`src/rtl/mips_prog_loader.sv`:
```
// Streams a program into instruction memory, then releases the core from base_addr.
// Define LOADER_CHECKSUM_EN to require a trailing check word equal to the running sum.
module mips_prog_loader #(
  parameter int ADDR_W = 10,
  parameter int DATA_W = 32
) (
  input  logic              clk1,
  input  logic              rst,
  input  logic              start,
  input  logic [ADDR_W-1:0] base_addr,
  input  logic [ADDR_W:0]   word_count,
  input  logic              s_valid,
  input  logic [DATA_W-1:0] s_data,
  output logic              s_ready,
  output logic              mem_we,
  output logic [ADDR_W-1:0] mem_addr,
  output logic [DATA_W-1:0] mem_wdata,
  output logic              core_run,
  output logic              busy,
  output logic              done,
  output logic              error,
  output logic [DATA_W-1:0] checksum
);

  typedef enum logic [2:0] {
    S_IDLE,
    S_LOAD,
`ifdef LOADER_CHECKSUM_EN
    S_CHECK,
`endif
    S_RUN,
    S_ERROR
  } state_t;

`ifdef LOADER_CHECKSUM_EN
  localparam state_t AFTER_LOAD = S_CHECK;
`else
  localparam state_t AFTER_LOAD = S_RUN;
`endif

  // Largest legal program fills the whole memory exactly.
  localparam logic [ADDR_W:0] MAX_COUNT = {1'b1, {ADDR_W{1'b0}}};

  state_t            state;
  state_t            state_next;
  logic [ADDR_W-1:0] base_q;
  logic [ADDR_W:0]   count_q;
  logic [ADDR_W:0]   idx;
  logic [ADDR_W:0]   idx_inc;
  logic [DATA_W-1:0] sum;
  logic              accept_start;
  logic              load_beat;

  assign idx_inc = idx + 1'b1;

  always_comb begin
    state_next   = state;
    s_ready      = 1'b0;
    accept_start = 1'b0;
    load_beat    = 1'b0;
    case (state)
      S_IDLE, S_RUN, S_ERROR: begin
        if (start) begin
          accept_start = 1'b1;
          if (word_count > MAX_COUNT)
            state_next = S_ERROR;
          else if (word_count == '0)
            state_next = AFTER_LOAD;
          else
            state_next = S_LOAD;
        end
      end
      S_LOAD: begin
        s_ready = 1'b1;
        if (s_valid) begin
          load_beat = 1'b1;
          if (idx_inc == count_q)
            state_next = AFTER_LOAD;
        end
      end
`ifdef LOADER_CHECKSUM_EN
      // The check word is consumed here and never reaches memory.
      S_CHECK: begin
        s_ready = 1'b1;
        if (s_valid)
          state_next = (s_data == sum) ? S_RUN : S_ERROR;
      end
`endif
      default: state_next = S_IDLE;
    endcase
  end

  always_ff @(posedge clk1) begin
    if (rst)
      state <= S_IDLE;
    else
      state <= state_next;
  end

  always_ff @(posedge clk1) begin
    if (rst) begin
      base_q    <= '0;
      count_q   <= '0;
      idx       <= '0;
      sum       <= '0;
      mem_we    <= 1'b0;
      mem_addr  <= '0;
      mem_wdata <= '0;
    end else begin
      mem_we <= load_beat;
      if (accept_start) begin
        base_q  <= base_addr;
        count_q <= word_count;
        idx     <= '0;
        sum     <= '0;
      end
      // Address arithmetic wraps naturally at the top of memory.
      if (load_beat) begin
        idx       <= idx_inc;
        sum       <= sum + s_data;
        mem_addr  <= base_q + idx[ADDR_W-1:0];
        mem_wdata <= s_data;
      end
    end
  end

  assign core_run = (state == S_RUN);
  assign done     = (state == S_RUN);
  assign error    = (state == S_ERROR);
  assign busy     = (state != S_IDLE) && (state != S_RUN) && (state != S_ERROR);
  assign checksum = sum;

endmodule

```
`config.mk`:
```
export PLATFORM = sky130hd
export DESIGN_NAME = mips_prog_loader
export DESIGN_NICKNAME = d
export VERILOG_FILES = /design/src/rtl/mips_prog_loader.sv
export SDC_FILE = /design/constraint.sdc
export NUM_CORES = 1
export LEC_CHECK = 0
export BUFFER_PORTS_ARGS = -buffer_cell sky130_fd_sc_hd__buf_2
export CORE_MARGIN = 3
export CORE_UTILIZATION = 30
export CTS_CLUSTER_SIZE = 28
export DETAILED_ROUTE_END_ITERATION = 12
export PLACE_DENSITY = 0.61
export SLEW_MARGIN = 10
export SYNTH_ARGS = -nofsm -noshare
export SYNTH_HDL_FRONTEND = slang
export SYNTH_SLANG_ARGS = --single-unit
```
`constraint.sdc`:
```
create_clock -name clk1 -period 2.7 [get_ports clk1]
set_input_delay 0.27 -clock clk1 [delete_from_list [all_inputs] [get_ports clk1]]
set_output_delay 0.27 -clock clk1 [all_outputs]
set_load 0.02 [all_outputs]
```
After elaboration in Yosys (flattened, before gate mapping)
Index checks and enable logic that the tools add are counted.

Reductions and logical operators: 8. Order comparisons: 1. $add $sub $neg: 3. Equal/unequal tests: 9. Multiplexer cells: 15.

Operators with widths (count): 32-bit 2-to-1 mux (2); 32-bit adder (1); 11-bit 2-to-1 mux (2); 11-bit by 1-bit adder with 11-bit output, second input constant (1); 11-bit equality test (1); 11-bit greater-than comparator, second input constant (1); 11-bit logical NOT (1); 10-bit adder (1); 3-bit 2-to-1 mux (3); 3-bit by 2-bit equality test with 1-bit output, second input constant (2); 2-bit inequality test, second input constant (3); 3-bit by 2-bit inequality test with 1-bit output, second input constant (2); 3-bit one-hot mux with 2 select lines (1); 1-bit 2-to-1 mux (5); 2-bit 2-to-1 mux (2); 3-bit by 1-bit equality test with 1-bit output, second input constant (1); 3-bit logical NOT (1); 3-bit AND reduction (1); 3-bit nonzero test (1); 3-bit OR reduction (1); 1-bit logical AND (2); 2-bit nonzero test (1).

Register bits: 110. Bits of input ports: 57. Output and inout bits: 80. Logic and storage cells: 44.

Depth between registers and ports, before layout
Depth in word-level cells: 5. Gate-level depth with buffers: 12. Mapped depth without buffers: 12.

Worst setup path after synthesis
Ideal clock, no wire load.

Kind: register -> register. Start: register sum[0], in the netlist checksum[0]. End: register sum[20], in the netlist checksum[20]. Arrival time: 2506 ps. Setup time: 87 ps. Clock period less this slack: 2593 ps. Data required time: 2613 ps. Cell stages (with the launch flop): 13. Buffers on the path: 0. Path slack: 107 ps. Cells stage by stage: dfxtp_1 > ha_1 > inv_1 > fa_1 > nor2b_1 > o21a_1 > o21ai_0 > a21oi_1 > o221ai_1 > a21boi_1 > o21ai_2 > and3b_1 > o31ai_1.

Longest elaborated chain between the ends: 2.

Ends and longest elaborated chain: start, declared (line 50) `logic [DATA_W-1:0] sum;`; start signal, assigned (line 120) `sum <= sum + s_data;`; 32-bit adder (line 120); 32-bit 2-to-1 mux (line 118) `if (load_beat) begin`.

No other way between the ends. A chain may end at the register's enable or synchronous reset.

Worst setup path in the final report
Start: register sum[3], in the netlist checksum[3]. End: register sum[19], in the netlist checksum[19].

The elaborated chain is that of the path after synthesis.

==> run_results.csv <==
group,metric,value,unit
synth,ys_types,54,
setup_path,end_kind,"flip-flop",
min_path,worstHoldEndpoint,"base_q[4]$_SDFFE_PP0P_",
synth,synth-edff-count,0,
clock_network,clock-sinks,109,
final_layout,syn_to_final_growth,24.84,%
die,die_y,146.6,um
synth,synthArstFlopShare,0,
setup_path,ff2ff_setup_slack,0.18,ns
sta,skew,0.007251,ns
setup_path,timing.rr.start,"checksum[3]$_SDFFE_PP0P_",
global_routing,overflow,0,
die,dieArea,21500,um2
placement,post-dp-hpwl,12330,um
sta,whs,0.1492,ns
min_path,hold_depth,3,
setup_path,path_depth,11,
clock_network,cts_max_level,3,
sta,max_freq,396.6,MHz
final_layout,drive_above_1_share,0.2228,
synth,ys_seq_area_frac,0.3677,
sta,hold_viol_final,0,
global_routing,antenna_found_initial,0,
setup_path,cp_cell_sequence,"ha_1 -> a21oi_1 -> o22ai_1 -> nor3_1 -> o21ai_0 -> buf_4 -> a31o_2 -> a21o_1 -> a21oi_1 -> xor2_1 -> o21ai_0",
setup_path,rr_endpoint,"checksum[19]$_SDFFE_PP0P_",
synth,yosys-top-cells-count,"nand2_1 (158), dfxtp_1 (109), a21oi_1 (97)",
final_layout,num_antenna_cells,0,
clock_network,clockBufferDepth,2,
final_layout,nets,988,
clock_network,clock_latency,0.35,ns
detailed_routing,drt_iter0_markers,218,
clock_network,cts-buffers-inserted,9,
sta,finalCritPeriodShare,0.9339,
power,irDropWorstVdd,0.0002817,V
detailed_routing,ant_nets,0,
placement,numPortBuffers,136,
detailed_routing,drt-vias-per-instance,4.836,
die,core_area,19080,um2
placement,place_area,7004,um2
synth,syn_area,5934,um2
detailed_routing,routed_wl,16670,um
clock_network,root_buffer,"clkbuf_16",
sta,slew_violations,0,
global_routing,grt_use_total,0.1506,
setup_path,crit_arrival,2.77,ns
synth,postSynthCellCount,751,
detailed_routing,detail_route.wl_per_cell,14.46,um
clock_network,clk_pin_slew,0.08,ns
setup_path,path_buf_inv,1,
final_layout,fin_area,7408,um2
detailed_routing,vias,5576,
min_path,hold_start,"base_addr[4]",
setup_path,path_max_fanout,4,
sta,final-setup-viol-count,0,
min_path,worstHoldPathType,"input pin to flip-flop",
synth,synth.avg_cell_area,7.902,um2
synth,synth_seq_cells,109,
setup_path,critPathKind,"flip-flop to flip-flop",
die,chipWidth,146.6,um
global_routing,grt_pass1_wl,26910,um
setup_path,reg2regPathDepth,11,
synth,yosysTopAreaCell,"dfxtp_1",
detailed_routing,route.detailed.drc,0,
run_status,status,"finished clean",
power,leakage,3.371,nW
setup_path,setup.worst_path.start_class,"flip-flop",
die,io_pins,137,
power,power_density,530.5,nW/um2
placement,place.gp.congestion,0.8366,
job,maxCapViolations,0,
detailed_routing,first_pass_iters,4,
synth,synthesis.nets,851,
die,core.rowCount,50,
global_routing,grt_pass1_vias,5202,
synth,netlist.area_leader.share,0.3677,
setup_path,critPathMaxStageDelay,0.33,ns
setup_path,critPathLaunch,"checksum[3]$_SDFFE_PP0P_",
die,start_util,0.3110,
setup_path,slowest_stage,"dfxtp_1",
setup_path,cp.required,2.94,ns
synth,synth_most_common_cell,"nand2_1",
synth,synth-main-ff-cell,"dfxtp_1",
sta,period_needed,2.522,ns
synth,synthTopCellsByArea,"dfxtp_1 (37%), nand2_1 (10%), ha_1 (8.6%)",
setup_path,critical_path.top_delay_family,"compound AO/OA/AOI/OAI gates",
sta,setup_tns,0,ns
clock_network,cts_tree,"built",
sta,relSlewSlack,0.6168,
synth,yosysWarnings,0,
global_routing,grt_start_max_net_pins,92,
sta,worstMarginPinSlew,0.5748,ns
[area by class of cell]
type                    count  area [um2]
flip-flops and latches    109        2185
multi-input cells         590        3601
inverters                  16       60.06
repair buffers            162       888.4
well taps                 260       325.3
clock buffers              11       242.7
fillers                  2000       11670
clock inverters             5       106.4
[through the flow]
stage	util	total power [mW]	std cells	worst slack [ns]
after detailed placement	0.3671	2.395	1136	-0.006122
after global routing	0.3883	4.125	1153	-0.005502
after CTS	0.3854	3.980	1152	0.06169
final	0.3883	3.930	1153	0.1784
after global placement	0.3671	2.391	1136	0.01936
after floorplan	-	2.170	751	0.1073
[worst reg2reg max path: cells and delay by family (launching register included)]
family / cells / cell delay, ns
adders and majority gates: 1 / 0.33
and+or+nand+nor: 1 / 0.24
DFF: 1 / 0.33
AOI/OAI and AO/OA: 7 / 1.20
xor gates and xnor gates: 1 / 0.15
buffers and inverters: 1 / 0.16
[power breakdown]
part	internal, mW	leakage (nW)	switching (mW)	total (mW)
logic	0.249	2.32	0.399	0.648
clock network	0.937	0.166	0.631	1.57
registers	1.67	0.886	0.0426	1.71
total	2.86	3.37	1.07	3.93
[kinds of logic (layout without fill, tap and decap cells)]
kind of cell / Yosys count / after routing / synth area share
fa+ha+maj: 43 / 43 / 0.09319
mux: 4 / 4 / 0.006747
compound gates: 212 / 212 / 0.2165
buf+inv: 52 / 194 / 0.03415
flops: 109 / 109 / 0.3677
simple gates: 279 / 279 / 0.2049
xor+xnor: 52 / 52 / 0.07674
[per-layer routing]
layer,share of wire,global-route usage,wire (um)
met5,0,0,0
met4,0.010,0.03716,167
met3,0.045,0.02917,749
met2,0.46,0.2475,7628
met1,0.49,0.2037,8126
[placed cells by master (no fill, tap or decap), drive strengths merged, types with 4 or more instances in the layout]
master  netlist  layout
nor3          8       8
o21ai        32      32
a31oi         7       7
xnor2        35      35
a21oi        97      97
o21bai        4       4
dfxtp       109     109
xor2         17      17
nor2b         6       6
nand3        12      12
o31ai         5       5
a22oi        23      23
and2          5       5
nor2         53      53
ha           41      41
inv          16      17
o21a          4       4
nand4         5       5
clkbuf       29      11
nor4          5       5
and3         10      10
a21o         20      20
a21boi        4       4
buf           7     162
mux2i         4       4
nand2       159     159
nand2b        4       4
[registers in the layout, summed over array words and instances, names as in the netlist]
signal and cells:
base_q 10, mem_we 1, idx 11, mem_wdata 32, count_q 11, state 2, checksum 32, mem_addr 10
[timing repair]
item,CTS,global route
setup buffers,0,1
endpoints found under the setup margin,0,7
hold buffers,0,0
gates resized for setup,0,11
[how the worst max path moves through the flow]
stage / slack (ns) / to
after global routing: -0.006 / checksum[30]$_SDFFE_PP0P_
after global placement: 0.02 / checksum[18]$_SDFFE_PP0P_
after detailed placement: -0.006 / checksum[26]$_SDFFE_PP0P_
final: 0.18 / checksum[19]$_SDFFE_PP0P_
after floorplan: 0.11 / checksum[20]$_SDFFE_PP0P_
after CTS: 0.06 / checksum[20]$_SDFFE_PP0P_
(Power assumes the default switching activity.)
